--- src/rtl/serial_det_pkg.sv ---
// Shared constants and helpers for the serial pattern detector.
package serial_det_pkg;

    localparam int unsigned     SD_N       = 4;
    localparam logic [SD_N-1:0] SD_PATTERN = 4'b1011;
    localparam int unsigned     SD_CNT_W   = 8;

    // Bits needed to hold values 0..v-1.
    function automatic int unsigned clog2(input int unsigned v);
        int unsigned r;
        r = 0;
        for (int unsigned i = 0; i < 32; i++) begin
            if ((64'd1 << i) < 64'(v)) r = i + 1;
        end
        return r;
    endfunction

endpackage

--- src/rtl/sat_counter.sv ---
// Up-counter that saturates at MAX; clr takes priority over inc.
module sat_counter #(
    parameter int unsigned    W   = 8,
    parameter logic [W-1:0]   MAX = '1
) (
    input  logic         clk,
    input  logic         rst,
    input  logic         clr,
    input  logic         inc,
    output logic [W-1:0] q
);

    logic [W-1:0] count_q;
    logic [W-1:0] count_d;

    always_comb begin
        count_d = count_q;
        if (clr) begin
            count_d = '0;
        end else if (inc && (count_q != MAX)) begin
            count_d = count_q + W'(1);
        end
    end

    always_ff @(posedge clk) begin
        if (rst) begin
            count_q <= '0;
        end else begin
            count_q <= count_d;
        end
    end

    assign q = count_q;

endmodule

--- src/rtl/serial_pattern_detector.sv ---
// Slides an N-bit window over a serial stream and flags every (overlapping) PATTERN hit.
module serial_pattern_detector
    import serial_det_pkg::*;
#(
    parameter int unsigned  N       = SD_N,
    parameter logic [N-1:0] PATTERN = SD_PATTERN,
    parameter int unsigned  CNT_W   = SD_CNT_W
) (
    input  logic             clk,
    input  logic             rst,
    input  logic             en,
    input  logic             din,
    input  logic             clr,
    output logic [N-1:0]     window,
    output logic             window_full,
    output logic             match,
    output logic [CNT_W-1:0] match_count
);

    localparam int unsigned       FILL_W    = clog2(N + 1);
    localparam logic [FILL_W-1:0] FILL_MAX  = FILL_W'(N);
    localparam logic [FILL_W-1:0] FILL_LAST = FILL_W'(N - 1);

    logic [N-1:0]      window_q;
    logic [N-1:0]      window_d;
    logic              match_q;
    logic              match_d;
    logic [FILL_W-1:0] fill;
    logic              fill_full_next;

    sat_counter #(
        .W   (FILL_W),
        .MAX (FILL_MAX)
    ) u_fill_cnt (
        .clk (clk),
        .rst (rst),
        .clr (1'b0),
        .inc (en),
        .q   (fill)
    );

    sat_counter #(
        .W   (CNT_W),
        .MAX ({CNT_W{1'b1}})
    ) u_match_cnt (
        .clk (clk),
        .rst (rst),
        .clr (clr),
        .inc (match_d),
        .q   (match_count)
    );

    // Window is full after this edge if it already was, or this bit is the Nth.
    assign fill_full_next = (fill == FILL_MAX) || (fill == FILL_LAST);

    always_comb begin
        window_d = window_q;
        match_d  = 1'b0;
        if (en) begin
            window_d = {window_q[N-2:0], din};
            match_d  = fill_full_next && (window_d == PATTERN);
        end
    end

    always_ff @(posedge clk) begin
        if (rst) begin
            window_q <= '0;
            match_q  <= 1'b0;
        end else begin
            window_q <= window_d;
            match_q  <= match_d;
        end
    end

    assign window      = window_q;
    assign window_full = (fill == FILL_MAX);
    assign match       = match_q;

endmodule

--- config.mk ---
export PLATFORM = sky130hd
export DESIGN_NAME = serial_pattern_detector
export DESIGN_NICKNAME = d
export VERILOG_FILES = /design/src/rtl/serial_det_pkg.sv /design/src/rtl/sat_counter.sv /design/src/rtl/serial_pattern_detector.sv
export SDC_FILE = /design/constraint.sdc
export NUM_CORES = 1
export LEC_CHECK = 0
export ABC_AREA = 1
export ABC_CLOCK_PERIOD_IN_PS = 1600
export CORE_UTILIZATION = 30
export CTS_BUF_LIST = sky130_fd_sc_hd__clkbuf_16
export DETAILED_ROUTE_END_ITERATION = 10
export GPL_TIMING_DRIVEN = 1
export SETUP_SLACK_MARGIN = 0.05
export SYNTH_ARGS = -nofsm -noshare
export SYNTH_HDL_FRONTEND = slang
export SYNTH_SLANG_ARGS = --single-unit
export TNS_END_PERCENT = 5
--- constraint.sdc ---
create_clock -name clk -period 1.6 [get_ports clk]
set_input_delay 0.32 -clock clk [delete_from_list [all_inputs] [get_ports clk]]
set_output_delay 0.32 -clock clk [all_outputs]
set_load 0.02 [all_outputs]
* Yosys cells after proc, flatten, opt, wreduce, memory -nomap -nowiden
Cells that the tools add are included.
** Storage, ports and cells
- Bits in registers :: 16
- Bits of input ports :: 5
** Operators by class
- Add/subtract/negate cells :: 2
- Muxes and demuxes :: 1
- Reductions and logical operators :: 5
- Eq/ne operators :: 5
** Operator list (number)
- adder 8 x 1 -> 8 bit (second input constant) :: 1
- inequality test 8 bit (second input constant) :: 1
- == test 4 bit (second input constant) :: 1
- adder 3 x 1 -> 3 bit (second input constant) :: 1
- == test 3 x 2 -> 1 bit (second input constant) :: 1
- == test 3 bit (second input constant) :: 1
- logical AND 1 bit :: 3
- inequality test 3 bit (second input constant) :: 1
- OR reduction 2 bit :: 1
- logical OR 1 bit :: 1
- 2-to-1 mux 1 bit :: 1

* Depth between registers and ports, before layout
Gate-level depths: netlist of the first run.
- Depth in word-level cells :: 5
- Depth in mapped cells :: 10
- Depth with buffers taken out :: 10

* Hierarchy
A second synthesis of the first run with hierarchy kept.
** Second synthesis, totals
- Cell total of the unflattened synthesis :: 129
- Area total of the unflattened synthesis :: 835.8 um2
** By module, submodules not included
- sat_counter at u_match_cnt :: instances 1, area each 460.4 um2, cells each 73
- serial_pattern_detector :: instances 1, area each 206.4 um2, cells each 30
- sat_counter at u_fill_cnt :: instances 1, area each 168.9 um2, cells each 26

* Least setup slack after synthesis of the first run
No wires, ideal clock.
- Kind :: flip-flop to flip-flop
- Start :: reg u_match_cnt.count_q[0] (netlist: u_match_cnt.q[0])
- End :: reg u_match_cnt.count_q[2] (netlist: u_match_cnt.q[2])
- Stages on the path, launching flop included :: 9
- Setup slack :: 0.244 ns
- Buffers on the path :: 0
- Arrival :: 1.243 ns
- Path through :: dfxtp_1 ha_1 nand3_1 inv_2 nand2_2 inv_2 nor2_4 nor2_1 nor2_1
** Between the ends
- Longest elaborated chain between the ends :: 2
- Elaborated cells on any way between the ends :: 3
- Those cells by class :: add/sub (1); eq/ne (1); reduce/logical (1)
** Ends and longest elaborated chain
- from (decl) :: line sat_counter.sv:13 : logic [W-1:0] count_q;
- from (signal assigned) :: line sat_counter.sv:29 : count_q <= count_d;
- parallel branches: the longest is 2 deep, another holds adder 8 x 1 -> 8 bit
Parallel ways; which one is timed is not known.
A chain may end at the register's enable or synchronous reset.

* Final worst setup path of the first run
- Start :: reg window_q[1] (netlist: window[1])
- End :: out window[1]
** RTL lines
- from (decl) :: line serial_pattern_detector.sv:24 : logic [N-1:0] window_q;
- from (signal assigned) :: line serial_pattern_detector.sv:70 : window_q <= window_d;
- to (decl) :: line serial_pattern_detector.sv:14 : output logic [N-1:0] window,
No word-level cell between the ends.

==> results of run 1 <==
==> final cells by class <==
class	count	area [um^2]
tap	31	38.79
inverter	23	86.33
clock inverter	1	3.754
multi-input combinational	94	469.2
timing repair buffer	23	207.7
sequential	16	320.3
clock buffer	3	75.07
fill	293	1556
==> synthesized netlist by cell type, drive strengths merged <==
| master | count | share of area, % |
|---|---|---|
| nand4 | 1 | 0.71 |
| nor3 | 1 | 0.57 |
| ha | 3 | 4.3 |
| dfxtp | 16 | 37 |
| a21oi | 6 | 3.4 |
| nor2 | 25 | 13 |
| o21ai | 8 | 4.6 |
| nand3 | 13 | 9.4 |
| xnor2 | 1 | 1.0 |
| inv | 22 | 9.4 |
| clkinv | 1 | 0.43 |
| nand2 | 36 | 17 |
==> stage by stage <==
step / hold WS [ns] / setup TNS (ns) / util (%)
after floorplan: 0.3891 / 0 / -
after global placement: 0.4557 / 0 / 41.06
after detailed placement: 0.4554 / -0.05688 / 41.06
after CTS: 0.4637 / 0 / 43.47
after global routing: 0.4727 / 0 / 43.56
final: 0.4644 / 0 / 43.56
==> logic make-up (layout without fill, tap and decap cells) <==
logic type	after synthesis	after routing
flip-flops	16	16
adder cells (fa/ha/maj)	3	3
AND/OR/NAND/NOR	76	76
buffers and inverters	23	50
XOR/XNOR	1	1
AO/OA/AOI/OAI	14	14
==> how the worst min path moves through the flow <==
| stage | endpoint | slack, ns | depth (start not counted) | from |
|---|---|---|---|---|
| after global placement | window[3] | 0.46 | 2 | window[3] |
| final | window[3] | 0.46 | 2 | window[3] |
| after floorplan | u_fill_cnt.q[2] | 0.39 | 1 | rst |
| after global routing | window[3] | 0.47 | 2 | window[3] |
| after detailed placement | window[3] | 0.46 | 2 | window[3] |
| after CTS | window[3] | 0.46 | 2 | window[3] |
==> power by group <==
group	total [W]	internal, W	switching (W)	leakage (nW)
logic	0.0000858	0.0000364	0.0000494	0.422
registers	0.000419	0.000410	0.00000908	0.130
clock network	0.000501	0.000332	0.000168	0.0385
total	0.00101	0.000779	0.000227	0.591
==> flip-flops by register name (all words and copies together) (netlist names) <==
register / count
u_match_cnt.q: 8
window: 4
u_fill_cnt.q: 3
match: 1
==> what timing repair did <==
| action | CTS | global route |
|---|---|---|
| buffers inserted | 0 | 0 |
| pin swaps | 0 | 0 |
| gates resized for setup | 10 | 1 |
| setup endpoints to repair | 7 | 2 |
==> layer usage <==
layer  track usage [%]  share of wire [%]
met3             2.791                2.7
met1             16.09                 46
met4             8.362                2.5
met2             22.79                 49
met5                 0                  0
==> summary.txt, run 1 <==
Finish
  • Ratio of cells with drive above 1 in the final layout: approximately an eighth
  • Final net count: 169
  • N_diodes: 0
  • Post-route cell area: 1201 um^2
  • Most common cell after layout, fill and taps aside: nand2_1
  • Most frequent cells in the layout: nand2_1, nor2_1, inv_1, dfxtp_1, nand3_1
  • Final std cells w/o fill: 191
  • Area growth from synthesis to layout: 37.14%

Clocking
  • Clk sinks: 16
  • CTS tree: done
  • CTS Hold Bufs: 0
  • H-tree depth: 1
  • Clock Pin Slew Worst Setup and Hold Paths: roughly 0.05 ns
  • Clk root buf: clkbuf_16
  • Worst-skew pair later-pin latency: 0.25 ns
  • CTS max path bufs: 2
  • CTS buffer count: 3

Critical path
  • Crit path buf inv count: 1
  • Worst setup path start: window[1]
  • Critical path, cell by cell: clkdlybuf4s50_1
  • Delay of the slowest cell on the worst path: 0.61 ns
  • R2R depth: 8
  • Class of the most critical setup path: register to output pin
  • Delay-heaviest family, CP: buffers and inverters
  • CP Depth: 1
  • CP Capture Point: window[1]
  • Reg-to-reg endpoint: u_match_cnt.q[1]
  • FF-to-FF Start: u_match_cnt.q[0]
  • Crit-path max FO: 3
  • CP Launch Type: register
  • Worst EP arrival: 1.22 ns
  • Worst path slowest cell: clkdlybuf4s50_1
  • CP endpoint kind: output pin
  • Setup slack, reg-to-reg: 0.24 ns
  • CP required: roughly 1.3 ns

Timing
  • Setup-failing EPs final: 0
  • Setup WS post-layout: 0.06280 ns
  • Min cycle time layout: 1.537 ns
  • Final Slew Violations: 0
  • Tcrit/Tclk final: 96.08%
  • Fmax: about 0.65 GHz
  • Rel. slew slack: 64.32%
  • Skew final: roughly 0.0013 ns
  • Tightest Pin Transition: 0.5332 ns
  • Final Hold Fails: 0
  • RSZ-0062 raised after global routing: yes

Drt
  • DRT Wirelength: 1.927 mm
  • 1st-pass router iterations: 4
  • Vias: 867
  • Routed Antenna Nets: 0
  • WL per Instance: roughly 10 um
  • Starting DRC count in detailed routing: 21
  • DRC Markers: 0
  • Number of vias per cell: 4.539

Die
  • Die ar.: 3139 um^2
  • Die width: roughly 56 um
  • Starting Density: about a third
  • Die H: 56.03 um
  • Core Area: 2758 um^2
  • Placement Rows: 19
  • IO Pins: 19

Power
  • Pwr/cell area: 837.3 nW/um^2
  • Overall power: 0.001006 W
  • Peak supply drop: a little over 0.0005 V
  • Pleak: 0.5906 nW

Placed design
  • Pre-CTS setup slack: -0.01574 ns
  • Placed inst area: 1132 um^2
  • DPL Wire Length: about 1.5 mm
  • Dpl cells: 187
  • GPL Wtd Cong: 0.8212
  • Port Buffer Count: 18

Flow run
  • Max-cap violations: 0

GRT
  • Initial antenna violation count: 0
  • First-pass GRT wire length: between 3 and 4 mm
  • GR Util All Layers: 13.71%
  • Maximum number of pins on one net before global-route repair: 10
  • Global route total overflow: 0
  • Vias in the first global route: 761

Synth
  • Seq/Total Area, Yosys: 36.57%
  • XOR/XNOR Fraction of Synth Area: 1.000%
  • Yosys cell types: 20
  • Syn Nets: 141
  • #FFs+latches synth: 16
  • Multiplexer share of the synthesized area: 0%
  • Synth Area in Compound Gates: 8.000%
  • Synth warn: 0
  • Mapped Area: 875.8 um^2
  • Main combinational cell family by area after synthesis: simple AND/OR/NAND/NOR gates
  • Area share of and/or/nand/nor cells after synthesis: 40.29%
  • Mean Syn Cell Area: about 6.6 um^2
  • Post-Synth Adder-Cell Area: 4.286%
  • Cells after Synth: ~130

Outcome
  • Status: completed

Hold path
  • Class of the tightest hold or removal check: register to register
Power figures use the tool's default switching activity.
==> inputs of run 2 (changes only) <==
--- a/config.mk
+++ b/config.mk
@@ -6,7 +6,8 @@
 export NUM_CORES = 1
 export LEC_CHECK = 0
 export ABC_AREA = 1
-export ABC_CLOCK_PERIOD_IN_PS = 1600
+export ABC_CLOCK_PERIOD_IN_PS = 1500
+export CORE_ASPECT_RATIO = 1.4
 export CORE_UTILIZATION = 30
 export CTS_BUF_LIST = sky130_fd_sc_hd__clkbuf_16
 export DETAILED_ROUTE_END_ITERATION = 10
==> constraint.sdc (replaced) <==
create_clock -name clk -period 1.5 [get_ports clk]
set_input_delay 0.3 -clock clk [delete_from_list [all_inputs] [get_ports clk]]
set_output_delay 0.3 -clock clk [all_outputs]
set_load 0.02 [all_outputs]
==> run 2 against run 1 <==
Final cell count increased by 3.7%. Setup slack improved by 0.0025 ns. Highest routed layer unchanged. Sequential power increased by 6.9%. Critical path depth unchanged. Final area increased by 2.1%.
==> summary.txt, run 2 (synthesis gave the netlist of run 1 again) <==
Outcome
  • Status: completed

Timing
  • Rel. slew slack: ~86%
  • Tightest Pin Transition: 0.2151 ns
  • Final Hold Fails: 0
  • Hold slack: 0.4605 ns
  • Fmax: 0.6970 GHz
  • Tcrit/Tclk final: 95.65%
  • Min cycle time layout: 1.435 ns
  • Setup-failing EPs final: 0
  • Final Slew Violations: 0
  • RSZ-0062 raised after global routing: yes
  • Skew final: 0.006813 ns
  • Sum Neg Setup Slack: 0 ns

Clocking
  • Clk sinks: 16
  • Clk root buf: clkbuf_16
  • CTS tree: done
  • Clock Pin Slew Worst Setup and Hold Paths: 0.05 ns
  • CTS buffer count: 3
  • CTS max path bufs: 2
  • CTS Hold Bufs: 0
  • Worst-skew pair later-pin latency: 0.25 ns
  • H-tree depth: 1

Drt
  • Starting DRC count in detailed routing: 15
  • Number of vias per cell: 4.606
  • WL per Instance: 10.48 um
  • DRC Markers: 0
  • Vias: roughly 900
  • Routed Antenna Nets: 0
  • 1st-pass router iterations: 4
  • DRT Wirelength: 2.076 mm

GRT
  • Maximum number of pins on one net before global-route repair: 9
  • First-pass GRT wire length: 3.429 mm
  • Vias in the first global route: 858
  • Initial antenna violation count: 0
  • Global route total overflow: 0
  • GR Util All Layers: 14.76%

Finish
  • Ratio of cells with drive above 1 in the final layout: between 10% and 20%
  • Area growth from synthesis to layout: 40.00%
  • Final core occ: 45.45%
  • Max FFs per register: 8
  • N_diodes: 0
  • Sequential cell area: 322.8 um^2
  • Most frequent cells in the layout: nand2_1, nor2_1, inv_1, dfxtp_1, dlygate4sd2_1
  • Final net count: 172
  • Fillcell total: 304
  • Post-route cell area: 1226 um^2
  • Multi-input gate area: 476.7 um^2
  • Most common cell after layout, fill and taps aside: nand2_1

Critical path
  • Delay of the slowest cell on the worst path: 0.59 ns
  • Crit-path max FO: 1
  • CP endpoint kind: output pin
  • Worst EP arrival: 1.13 ns
  • CP Launch Type: register
  • Critical path, cell by cell: clkdlybuf4s50_1
  • FF-to-FF Start: u_fill_cnt.q[0]
  • Setup slack, reg-to-reg: ~0.18 ns
  • R2R depth: 9
  • Crit path buf inv count: 1
  • CP required: 1.20 ns
  • Reg-to-reg endpoint: u_match_cnt.q[6]
  • Worst path slowest cell: clkdlybuf4s50_1
  • Class of the most critical setup path: register to output pin
  • Delay-heaviest family, CP: buffers and inverters

Die
  • Placement Rows: 22
  • Die H: 65.93 um
  • Die ar.: 3143 um^2
  • Starting Density: 32.47%
  • IO Pins: 19
  • Core Area: 2698 um^2
  • Die width: 47.67 um

Placed design
  • DPL Wire Length: approximately 1.6 mm
  • Port Buffer Count: 18
  • GPL Wtd Cong: 0.8502
  • Placed inst area: 1161 um^2

Power
  • Pleak: 0.6122 nW
  • Pwr/cell area: 871.5 nW/um^2
  • Peak supply drop: between 0.0007 and 0.0008 V

Flow run
  • Max-cap violations: 0

Hold path
  • Hold_sp: window[3]
  • Class of the tightest hold or removal check: register to register
  • Hold depth: 2
  • WHS Endpoint: window[3]
[run 2: worst max-delay path by stage]
stage                                 from                to  slack, ns  cells after the start
after floorplan           u_match_cnt.q[0]  u_match_cnt.q[2]       0.14                      8
after global placement                 din  u_match_cnt.q[4]      -0.06                      8
after detailed placement               din  u_match_cnt.q[6]      -0.10                      7
after CTS                            match             match       0.05                      1
after global routing                 match             match       0.04                      1
final                                match             match       0.07                      1
[run 2: area by class of cell]
cell class                      instances  share of cell area [%]
Tap cell                               36                   3.673
Clock buffer                            3                   6.122
Timing Repair Buffer                   26                   17.96
Sequential cell                        16                   26.33
Multi-Input combinational cell         94                   38.88
Inverter                               23                   7.041
[run 2: stage by stage]
| stage | power (W) | instances | worst slack, ns |
|---|---|---|---|
| finish | 0.001069 | 198 | 0.06526 |
| global route | 0.001106 | 198 | 0.03868 |
| CTS | 0.001073 | 198 | 0.05373 |
| detailed placement | 0.0005582 | 195 | -0.1002 |
| global placement | 0.0005551 | 195 | -0.05515 |
| floorplan | 0.0005061 | 133 | 0.1437 |
[run 2: power breakdown]
group	switching (W)	total, W	internal, W
sequential	0.00000965	0.000448	0.000438
clock	0.000173	0.000523	0.000350
combinational	0.0000561	0.0000978	0.0000417
[run 2: what timing repair did]
action | CTS | global route
gates resized for setup | 16 | 4
endpoints found under the setup margin | 13 | 7
buffers inserted | 0 | 0
[run 2: metal layers]
layer  GRT usage [%]  up-vias  wire (um)
met5               0        -          0
met4           6.250        0         34
met3           2.732        4         71
met2           25.51       22       1091
met1           16.83      414        879
li1                -      472          -
==> inputs of run 3 (changes only) <==
--- a/config.mk
+++ b/config.mk
@@ -12,7 +12,7 @@
 export CTS_BUF_LIST = sky130_fd_sc_hd__clkbuf_16
 export DETAILED_ROUTE_END_ITERATION = 10
 export GPL_TIMING_DRIVEN = 1
-export SETUP_SLACK_MARGIN = 0.05
+export SETUP_SLACK_MARGIN = 0.1
 export SYNTH_ARGS = -nofsm -noshare
 export SYNTH_HDL_FRONTEND = slang
 export SYNTH_SLANG_ARGS = --single-unit
==> run 3 against run 2 <==
Fmax is 3.2% higher. Final cell count unchanged. Critical path depth increased by 4. Combinational power is essentially flat. Largest power group unchanged. Highest routed layer unchanged.
==> summary.txt, run 3 (synthesis gave the netlist of run 1 again) <==
Die
  • Placement Rows: 22
  • Die width: 47.67 um
  • Die H: 65.93 um
  • Die ar.: 3143 um^2
  • IO Pins: 19
  • Starting Density: 32.47%
  • Core Area: 2698 um^2

Critical path
  • CP required: between 1 and 1.5 ns
  • Setup slack, reg-to-reg: approximately 0.20 ns
  • CP Capture Point: window_full
  • Class of the most critical setup path: register to output pin
  • Worst EP arrival: 1.09 ns
  • Worst path slowest cell: dfxtp_2
  • Crit-path most repeated cell: inv_1
  • CP endpoint kind: output pin
  • Reg-to-reg endpoint: u_match_cnt.q[0]
  • CP Launch Type: register
  • Crit-path max FO: 2
  • R2R depth: 10
  • FF-to-FF Start: u_fill_cnt.q[0]
  • Delay of the slowest cell on the worst path: 0.32 ns
  • Critical path, cell by cell: inv_1 -> ha_1 -> nand2_1 -> inv_1 -> buf_2
  • Worst setup path start: u_fill_cnt.q[0]

Drt
  • 1st-pass router iterations: 4
  • Starting DRC count in detailed routing: 16
  • Routed Antenna Nets: 0
  • DRT Wirelength: 2.090 mm
  • WL per Instance: 10.56 um
  • DRC Markers: 0
  • Number of vias per cell: 4.606
  • Vias: 912

Clocking
  • Clk sinks: 16
  • H-tree depth: 1
  • CTS max path bufs: 2
  • Clk root buf: clkbuf_16
  • Postcts setup bufs: 0
  • CTS Hold Bufs: 0
  • Clock Pin Slew Worst Setup and Hold Paths: 0.05 ns
  • Worst-skew pair later-pin latency: roughly 0.25 ns
  • CTS buffer count: 3
  • CTS tree: done
  • Post-CTS sizing: 18

Timing
  • RSZ-0062 raised after global routing: yes
  • Final Slew Violations: 0
  • Tightest Pin Transition: 0.2229 ns
  • Tcrit/Tclk final: roughly 93%
  • Skew final: 0.005897 ns
  • Fmax: a little over 0.7 GHz
  • Min cycle time layout: 1.391 ns
  • Final Hold Fails: 0
  • Setup-failing EPs final: 0
  • Rel. slew slack: 85.12%
  • Sum Neg Setup Slack: 0 ns

GRT
  • Global route total overflow: 0
  • GR Util All Layers: 14.76%
  • Maximum number of pins on one net before global-route repair: 9
  • Vias in the first global route: 858
  • Initial antenna violation count: 0
  • First-pass GRT wire length: 3.429 mm

Placed design
  • Port Buffer Count: 18
  • DPL Wire Length: ~1.6 mm
  • GPL Wtd Cong: 0.8502

Hold path
  • Class of the tightest hold or removal check: register to register

Power
  • Peak supply drop: 0.0007863 V
  • Pwr/cell area: 864.4 nW/um^2
  • Pleak: 0.6175 nW
  • Overall power: 0.001064 W

Finish
  • Most common cell after layout, fill and taps aside: nand2_1
  • Max FFs per register: 8
  • Most frequent cells in the layout: nand2_1, nor2_1, inv_1, dfxtp_1, dlygate4sd2_1
  • Area growth from synthesis to layout: 40.57%
  • Ratio of cells with drive above 1 in the final layout: 17.90%
  • Final net count: 172
  • N_diodes: 0

Flow run
  • Max-cap violations: 0

Outcome
  • Status: completed
[run 3: cell count changes in the layout (fill, tap and decap cells not counted), sizes merged]
cell,delta
dlygate4sd2,+1
clkdlybuf4s50,-1
[run 3: worst min-delay path by stage]
stage,from,end,slack [ns],cells past startpoint
after detailed placement,window[3],window[3],0.46,2
after global placement,window[3],window[3],0.45,2
after global routing,window[3],window[3],0.49,2
final,window[3],window[3],0.46,2
after floorplan,rst,u_fill_cnt.q[2],0.37,1
after CTS,window[3],window[3],0.46,2
[run 3: area by class of cell]
cell class                      count  area [um^2]
Fill cell                         304         1466
Multi-Input combinational cell     94        481.7
Tap cell                           36        45.04
Clock buffer                        3        75.07
Inverter                           23        86.33
Timing Repair Buffer               26        219.0
Sequential cell                    16        324.1
[run 3: layer usage]
layer	part of all wire, %	up-vias	track usage [%]
li1	-	474	-
met1	43	412	16.83
met2	53	24	25.51
met3	3.3	2	2.732
met4	1.2	0	6.250
met5	0	-	0
[run 3: critical path: cells and delay by family (launching register included)]
| family | cells | cell delay (ns) |
|---|---|---|
| adder cells (fa/ha/maj) | 1 | 0.20 |
| buffers and inverters | 3 | 0.24 |
| flip-flops | 1 | 0.32 |
| AND/OR/NAND/NOR | 1 | 0.09 |
[run 3: metrics by stage]
stage / util [%] / hold slack [ns] / area (um^2) / std cells / setup WS [ns]
after floorplan: - / 0.3691 / 875.8 / 133 / 0.1437
after global placement: 43.04 / 0.4540 / 1161 / 195 / -0.05515
after detailed placement: 43.04 / 0.4576 / 1161 / 195 / -0.1002
after CTS: 45.08 / 0.4641 / 1216 / 198 / 0.1014
after global routing: 45.64 / 0.4904 / 1231 / 198 / 0.05788
final: 45.64 / 0.4632 / 1231 / 198 / 0.1091
[run 3: power by group]
part           switching [W]  leakage [nW]  total (W)  internal, W
sequential        0.00000955         0.131   0.000448     0.000439
combinational      0.0000562         0.449  0.0000979    0.0000417
clock               0.000168        0.0370   0.000518     0.000350
